[src/rtl/counter_run_controller.sv]
// Run/load sequencer for the 8-digit counter: debounces the front-panel controls,
// gates count ticks by run state and centralises terminal-count handling.
//
// state   | meaning
// --------+-----------------------------------------------------------
// IDLE    | stopped, counter cleared or untouched, waiting for Start/Load
// RUNNING | prescaler active, Count_tick issued every TICK_DIV cycles
// PAUSED  | counter holds its value; Start resumes, Stop clears to IDLE
// LOADING | single cycle presenting Load_strobe and clamped Load_data
module counter_run_controller #(
  parameter int unsigned TICK_DIV        = 100_000_000,
  parameter int unsigned DEBOUNCE_CYCLES = 1_000_000,
  parameter int unsigned MAX_COUNT       = 99_999_999,
  parameter int unsigned COUNT_WIDTH     = 27
) (
  input  logic                   Clock_100MHz,
  input  logic                   Clear,
  input  logic                   Start_btn,
  input  logic                   Stop_btn,
  input  logic                   Load_btn,
  input  logic                   Dir_sw,
  input  logic                   Terminal_stop,
  input  logic [COUNT_WIDTH-1:0] Load_value,
  input  logic [COUNT_WIDTH-1:0] Count,
  output logic                   Count_tick,
  output logic                   Load_strobe,
  output logic [COUNT_WIDTH-1:0] Load_data,
  output logic                   Clear_count,
  output logic                   Up_down,
  output logic                   Terminal,
  output logic                   Running,
  output logic [1:0]             State
);

  typedef enum logic [1:0] {
    ST_IDLE    = 2'd0,
    ST_RUNNING = 2'd1,
    ST_PAUSED  = 2'd2,
    ST_LOADING = 2'd3
  } state_t;

  localparam int unsigned PRESC_W = (TICK_DIV > 1) ? $clog2(TICK_DIV) : 1;
  localparam int unsigned DB_W    = (DEBOUNCE_CYCLES > 1) ? $clog2(DEBOUNCE_CYCLES + 1) : 1;

  localparam logic [PRESC_W-1:0]     PRESC_LAST = PRESC_W'(TICK_DIV - 1);
  localparam logic [PRESC_W-1:0]     PRESC_ONE  = PRESC_W'(1);
  localparam logic [DB_W-1:0]        DB_LAST    = DB_W'(DEBOUNCE_CYCLES - 1);
  localparam logic [DB_W-1:0]        DB_ONE     = DB_W'(1);
  localparam logic [COUNT_WIDTH-1:0] MAX_C      = COUNT_WIDTH'(MAX_COUNT);

  // Bit order of the conditioned inputs: {dir, load, stop, start}; dir idles high.
  localparam logic [3:0] COND_INIT = 4'b1000;

  logic [3:0]      raw_in;
  logic [3:0]      sync1;
  logic [3:0]      sync2;
  logic [3:0]      deb;
  logic [2:0]      deb_prev;
  logic [DB_W-1:0] db_cnt [4];

  state_t               state;
  logic [PRESC_W-1:0]   presc;
  logic                 start_ev;
  logic                 stop_ev;
  logic                 load_ev;
  logic                 at_terminal;
  logic [COUNT_WIDTH-1:0] load_clamped;

  assign raw_in = {Dir_sw, Load_btn, Stop_btn, Start_btn};

  always_ff @(posedge Clock_100MHz) begin
    if (Clear) begin
      sync1    <= COND_INIT;
      sync2    <= COND_INIT;
      deb      <= COND_INIT;
      deb_prev <= COND_INIT[2:0];
      for (int i = 0; i < 4; i++) begin
        db_cnt[i] <= '0;
      end
    end else begin
      sync1    <= raw_in;
      sync2    <= sync1;
      deb_prev <= deb[2:0];
      for (int i = 0; i < 4; i++) begin
        if (sync2[i] == deb[i]) begin
          db_cnt[i] <= '0;
        end else if (db_cnt[i] == DB_LAST) begin
          deb[i]    <= sync2[i];
          db_cnt[i] <= '0;
        end else begin
          db_cnt[i] <= db_cnt[i] + DB_ONE;
        end
      end
    end
  end

  assign start_ev = deb[0] & ~deb_prev[0];
  assign stop_ev  = deb[1] & ~deb_prev[1];
  assign load_ev  = deb[2] & ~deb_prev[2];

  assign at_terminal  = Up_down ? (Count == MAX_C) : (Count == '0);
  assign load_clamped = (Load_value > MAX_C) ? MAX_C : Load_value;

  always_ff @(posedge Clock_100MHz) begin
    if (Clear) begin
      state       <= ST_IDLE;
      presc       <= '0;
      Count_tick  <= 1'b0;
      Load_strobe <= 1'b0;
      Load_data   <= '0;
      Clear_count <= 1'b0;
      Up_down     <= 1'b1;
      Terminal    <= 1'b0;
      Running     <= 1'b0;
    end else begin
      Count_tick  <= 1'b0;
      Load_strobe <= 1'b0;
      Clear_count <= 1'b0;
      Terminal    <= 1'b0;

      // Direction is frozen for the whole run so the counter never reverses mid-run.
      if (state != ST_RUNNING) begin
        Up_down <= deb[3];
      end

      unique case (state)
        ST_IDLE: begin
          if (load_ev) begin
            state       <= ST_LOADING;
            Load_strobe <= 1'b1;
            Load_data   <= load_clamped;
          end else if (start_ev) begin
            state   <= ST_RUNNING;
            presc   <= '0;
            Running <= 1'b1;
          end
        end

        ST_RUNNING: begin
          if (load_ev) begin
            state       <= ST_LOADING;
            Load_strobe <= 1'b1;
            Load_data   <= load_clamped;
            Running     <= 1'b0;
          end else if (stop_ev) begin
            state   <= ST_PAUSED;
            Running <= 1'b0;
          end else if (presc == PRESC_LAST) begin
            presc <= '0;
            if (at_terminal) begin
              Terminal <= 1'b1;
              if (Terminal_stop) begin
                state   <= ST_PAUSED;
                Running <= 1'b0;
              end else begin
                Count_tick <= 1'b1;
              end
            end else begin
              Count_tick <= 1'b1;
            end
          end else begin
            presc <= presc + PRESC_ONE;
          end
        end

        ST_PAUSED: begin
          if (load_ev) begin
            state       <= ST_LOADING;
            Load_strobe <= 1'b1;
            Load_data   <= load_clamped;
          end else if (stop_ev) begin
            state       <= ST_IDLE;
            Clear_count <= 1'b1;
          end else if (start_ev) begin
            state   <= ST_RUNNING;
            presc   <= '0;
            Running <= 1'b1;
          end
        end

        ST_LOADING: begin
          state <= ST_PAUSED;
        end

        default: begin
          state <= ST_IDLE;
        end
      endcase
    end
  end

  assign State = state;

endmodule

[config.mk]
export PLATFORM = sky130hd
export DESIGN_NAME = counter_run_controller
export DESIGN_NICKNAME = d
export VERILOG_FILES = /design/src/rtl/counter_run_controller.sv
export SDC_FILE = /design/constraint.sdc
export NUM_CORES = 1
export LEC_CHECK = 0
export CORE_MARGIN = 4
export CORE_UTILIZATION = 56
export CTS_CLUSTER_DIAMETER = 100
export CTS_CLUSTER_SIZE = 14
export DETAILED_ROUTE_END_ITERATION = 8
export PLACE_DENSITY = 0.81
export SLEW_MARGIN = 0
export SYNTH_ARGS = -nofsm -noshare
export SYNTH_HDL_FRONTEND = slang
export SYNTH_SLANG_ARGS = --single-unit
[constraint.sdc]
create_clock -name Clock_100MHz -period 2.5 [get_ports Clock_100MHz]
set_input_delay 0.5 -clock Clock_100MHz [delete_from_list [all_inputs] [get_ports Clock_100MHz]]
set_output_delay 0.5 -clock Clock_100MHz [all_outputs]
set_load 0.005 [all_outputs]
==> out/metrics.yaml, run 1 <==
h-tree-depth: 4
syn_avg_cell_area_um2: 9.65
postRouteAntennaNets: 0
dr.first_iter.drc_count: 346
cts-resized-gates: 0
netlist_area_um2: 7540
synth-seq-cells: 157
drc: 0
cp_data_arrival_time_ns: 2.46
top_usage_layer: "met2"
met1_usage: 0.264
root_buffer: "clkbuf_16"
area_growth_pct: 26.5
post_cts_buffers: 0
synth.top_cell.area_share: 0.319
critPathRequiredTime_ns: 2.81
max-clock-path-buffers: 2
max_freq_mhz: 466
grt_max_degree: 31
cts_buffers: 17
tritoncts: "yes"
path_class: "flop to flop"
viasPerCell: 5.15
grtUsageTotal: 0.205
vias: 5940
rsz0062_at_grt: "false"
critPathCaptureType: "flop"
start_util: 0.572
power.density_nw_per_um2: 579
hold_violations: 0
clk_pin_slew_ns: 0.06
synth_edf_count: 80
final.min_clock_period_ns: 2.15
yosysMostFrequentCell: "nor2_1"
relSlewSlack: 0.611
wl_per_cell_um: 13.0
ctsHoldBuffers: 0
status: "finished clean"
fin_nets: 1031
synth_cell_types: 55
port_buffers: 95
final-max-slew-violation-count: 0
ys_top_cells_by_area: "edfxtp_1 (32%), dfxtp_1 (20%), nor2_1 (8.6%)"
postLayoutCellArea_um2: 9540
core_area_um2: 13200
start_kind: "flop"
layout-drive-gt1-share: 0.0613
grt_pass1_vias: 5619
ios: 96
ys_warn_count: 0
grt_antenna_before_repair: 0
timing.final.ws_setup_ns: 0.354
hold_class: "flop to flop"
dp_hpwl_mm: 10.8
worst_pin_slew_ns: 0.580
yosysTopAreaCell: "edfxtp_1"
cts_sinks: 157
ys_top_cells_by_count: "nor2_1 (172), edfxtp_1 (80), dfxtp_1 (77)"
num-fill-cells: 1006
timing.final.crit_share: 0.859
grt_pass1_wl_mm: 25.1
grtUsageMet2: 0.324
tns_ns: 0
synth_ff_type: "edfxtp_1"
clock_latency_ns: 0.42
peakVddDrop_uv: 431
grt_overflow_total: 0
fp.dieH_um: 124
die_w_um: 124
first_pass_iters: 5
synthArstFlopShare: 0
routabilityCongestion: 0.862
path_max_fanout: 20
antenna_cells: 0
die-area_um2: 15400
gr-usage-met3: 0.0627
setup_viol: 0
pre_cts_slack_ns: 0.150
synthCells: 781
rows: 42
cap_violations: 0
p_leak_uw: 0.00340
ys_seq_area_frac: 0.523
wirelength_mm: 15.0
fin_worst_skew_ns: 0.0163
placed_area_um2: 8980
[path summary, 6_finish.rpt]
path                                       startpoint               endpoint  slack, ns  cells after the start
worst max-delay path            presc[0]$_SDFFE_PP0P_  presc[1]$_SDFFE_PP0P_       0.35                      7
worst max register to register  presc[0]$_SDFFE_PP0P_  presc[1]$_SDFFE_PP0P_       0.35                      7
worst min-delay path              sync1[3]$_SDFF_PP1_    sync2[3]$_SDFF_PP1_       0.41                      1
worst min register to register    sync1[3]$_SDFF_PP1_    sync2[3]$_SDFF_PP1_       0.41                      1
[report_power, final]
part / internal (uW) / switching (uW) / leakage, uW
clock: 1450 / 985 / 0.000278
sequential: 2770 / 61.0 / 0.00145
combinational: 141 / 114 / 0.00168
[routing by layer]
metal / share of wire / wire (um)
met3: 0.055 / 819
met5: 0 / 0
met1: 0.46 / 6840
met2: 0.47 / 7060
met4: 0.018 / 272
[worst max-delay path: stages (launching register included)]
cell	delay [ns]
dfxtp_1	0.39
ha_1	0.26
and4_1	0.28
nand4b_1	0.19
o31ai_2	0.32
a21o_1	0.34
buf_12	0.20
a21oi_1	0.05
[sequential cells by signal (all words and copies together) (netlist names), 2 cells and up]
signal and flops:
deb 4, deb_prev 3, sync2 4, Load_data 27
State 2, db_cnt 80, presc 27, sync1 4
[placed cells by master, fill, tap and decap left out, types with 6 or more instances in the layout]
cell type,synthesis,layout
and2_1,7,7
nor3_1,31,31
xnor2_1,29,29
nor4_1,14,14
buf_4,4,15
xor2_1,65,65
nand2_1,61,61
nand4_1,25,25
o21ai_0,6,6
clkinv_2,0,6
and3_1,14,14
edfxtp_1,80,80
nand3_1,52,52
inv_1,9,9
clkdlybuf4s50_1,0,94
clkbuf_16,0,17
conb_1,1,80
and4_1,12,12
or3_1,7,7
a21oi_1,15,15
dfxtp_1,77,77
nor2b_1,13,13
nor2_1,172,172
a22oi_1,7,7
[layout make-up]
| type | instances | area (um2) | area share |
|---|---|---|---|
| flip-flops and latches | 157 | 3940 | 0.413 |
| clock buffers | 19 | 433 | 0.0454 |
| inverters | 9 | 33.8 | 0.00354 |
| clock inverters | 13 | 123 | 0.0129 |
| well taps | 176 | 220 | 0.0231 |
| multi-input cells | 668 | 3690 | 0.387 |
| repair buffers | 112 | 1100 | 0.115 |
[stage by stage]
stage               utilization  instances  power, uW  hold WS, ns
finish                    0.723       1154       5520        0.412
global route              0.723       1154       5710        0.437
CTS                       0.723       1154       5560        0.414
detailed placement        0.681       1122       3130        0.400
global placement          0.681       1122       3130        0.396
floorplan                     -        860       3000        0.389
[cells by family (layout without fill, tap and decap cells)]
group,count (synthesis),count (layout),synth area share
AOI/OAI and AO/OA,47,47,0.0408
xor gates and xnor gates,94,94,0.109
adders and majority gates,5,5,0.00830
buffers and inverters,35,153,0.0272
DFF,157,157,0.523
muxes,4,4,0.00531
other,1,80,0.000497
and+or+nand+nor,438,438,0.286
(Power assumes the default switching activity.)
==> inputs of run 2 (changes only) <==
CORE_MARGIN = default   (was 4)
==> out/metrics.yaml, run 2 (synthesis results as in run 1) <==
post_cts_buffers: 0  # unchanged
power.density_nw_per_um2: 618  # was 579 nW/um2
critPathRequiredTime_ns: 2.81  # about the same
wirelength_mm: 15.3  # was 15.0 mm
dp_hpwl_mm: 10.8  # about the same
p_leak_uw: 0.00345  # was 0.00340 uW
layout_common_cells: "nor2_1 (172), clkdlybuf4s50_1 (94), edfxtp_1 (80), conb_1 (80), dfxtp_1 (77)"  # unchanged
tritoncts: "yes"  # unchanged
grt_pass1_wl_mm: 26.4  # was 25.1 mm
drc: 0  # unchanged
vias: 5958  # was 5940
die_w_um: 118  # was 124 um
dr.first_iter.drc_count: 357  # was 346
path_max_fanout: 12  # was 20
port_buffers: 95  # unchanged
num-fill-cells: 955  # was 1006
clock_latency_ns: 0.42  # about the same
rows: 42  # unchanged
grt_pass1_vias: 5750  # was 5619
clk_pin_slew_ns: 0.06  # about the same
hold_class: "flop to flop"  # unchanged
viasPerCell: 5.16  # was 5.15
routabilityCongestion: 0.832  # was 0.862
first_pass_iters: 5  # unchanged
ctsHoldBuffers: 0  # unchanged
final_common_cell: "nor2_1"  # unchanged
ios: 96  # unchanged
path_class: "flop to flop"  # unchanged
critPathCaptureType: "flop"  # unchanged
area_growth_pct: 28.0  # was 26.5%
setup_viol: 0  # unchanged
peakVddDrop_uv: 494  # was 431 uV
fin_worst_skew_ns: 0.00782  # was 0.0163 ns
tns_ns: 0  # unchanged
fp.dieH_um: 118  # was 124 um
multiInputGateArea_um2: 3690  # unchanged
start_util: 0.572  # unchanged
wl_per_cell_um: 13.2  # was 13.0 um
worst_pin_slew_ns: 0.969  # was 0.580 ns
status: "finished clean"  # unchanged
cap_violations: 0  # unchanged
relSlewSlack: 0.349  # was 0.611
cp_data_arrival_time_ns: 2.55  # was 2.46 ns
start_kind: "flop"  # unchanged
cts_buffers: 17  # unchanged
max_freq_mhz: 448  # was 466 MHz
cts-resized-gates: 0  # unchanged
core_area_um2: 13200  # unchanged
postRouteAntennaNets: 0  # unchanged
max-clock-path-buffers: 2  # unchanged
hold_violations: 0  # unchanged
hold_ws_ns: 0.405  # was 0.412 ns
largest_reg_flops: 80  # unchanged
cts_sinks: 157  # unchanged
grt_antenna_before_repair: 0  # unchanged
reg_top3: "db_cnt (80), Load_data (27), presc (27)"  # unchanged
final-max-slew-violation-count: 0  # unchanged
h-tree-depth: 4  # unchanged
p_total_uw: 5960  # was 5520 uW
fin_nets: 1031  # unchanged
rsz0062_at_grt: "false"  # unchanged
root_buffer: "clkbuf_16"  # unchanged
grt_max_degree: 34  # was 31
layout-drive-gt1-share: 0.0644  # was 0.0613
timing.final.crit_share: 0.894  # was 0.859
registers.top_by_ff_count: "db_cnt"  # unchanged
grt_overflow_total: 0  # unchanged
register_area_um2: 3940  # unchanged
die-area_um2: 13900  # was 15400 um2
antenna_cells: 0  # unchanged
final.min_clock_period_ns: 2.23  # was 2.15 ns
grtUsageTotal: 0.235  # was 0.205
-- run 2: where the power goes --
group / switching [uW] / total (uW) / internal [uW] / leakage (uW)
combinational: 115 / 255 / 140 / 0.00167
clock: 1040 / 2880 / 1840 / 0.000330
sequential: 61.7 / 2830 / 2770 / 0.00145
-- run 2: area by class of cell --
class / instances / area share
clock inverter: 10 / 0.0148
inverter: 9 / 0.00350
sequential: 157 / 0.409
multi-input combinational: 668 / 0.382
timing repair buffer: 112 / 0.113
clock buffer: 22 / 0.0559
tap: 176 / 0.0228
-- run 2: final timing paths --
| check | from | endpoint | slack (ns) | cells after the start |
|---|---|---|---|---|
| max | State[0]$_SDFFE_PP0P_ | presc[22]$_SDFFE_PP0P_ | 0.27 | 5 |
| min | sync1[3]$_SDFF_PP1_ | sync2[3]$_SDFF_PP1_ | 0.40 | 1 |
| max reg2reg | State[0]$_SDFFE_PP0P_ | presc[22]$_SDFFE_PP0P_ | 0.27 | 5 |
| min reg2reg | sync1[3]$_SDFF_PP1_ | sync2[3]$_SDFF_PP1_ | 0.40 | 1 |
-- run 2: layer usage --
layer | up-vias | part of all wire | global-route usage
met2 | 98 | 0.49 | 0.391
met3 | 15 | 0.045 | 0.0581
met4 | 0 | 0.015 | 0.0873
li1 | 3033 | - | -
met5 | - | 0 | 0
met1 | 2812 | 0.45 | 0.295
-- run 2: per-stage QoR --
stage	setup WS, ns	area, um2	std cells	utilization
2_1_floorplan	0.599	7840	860	-
6_report	0.266	9650	1154	0.732
4_1_cts	0.275	9650	1154	0.732
3_3_place_gp	0.302	8970	1122	0.680
3_5_place_dp	0.242	8970	1122	0.680
5_1_grt	0.0710	9650	1154	0.732
-- run 2: worst max-delay path, cell delays in order (launching register included) --
cell and delay, ns:
dfxtp_1 0.57, o21ai_1 0.24, nor4_2 0.87, nand4_1 0.21, xor2_1 0.18, nor2_1 0.05
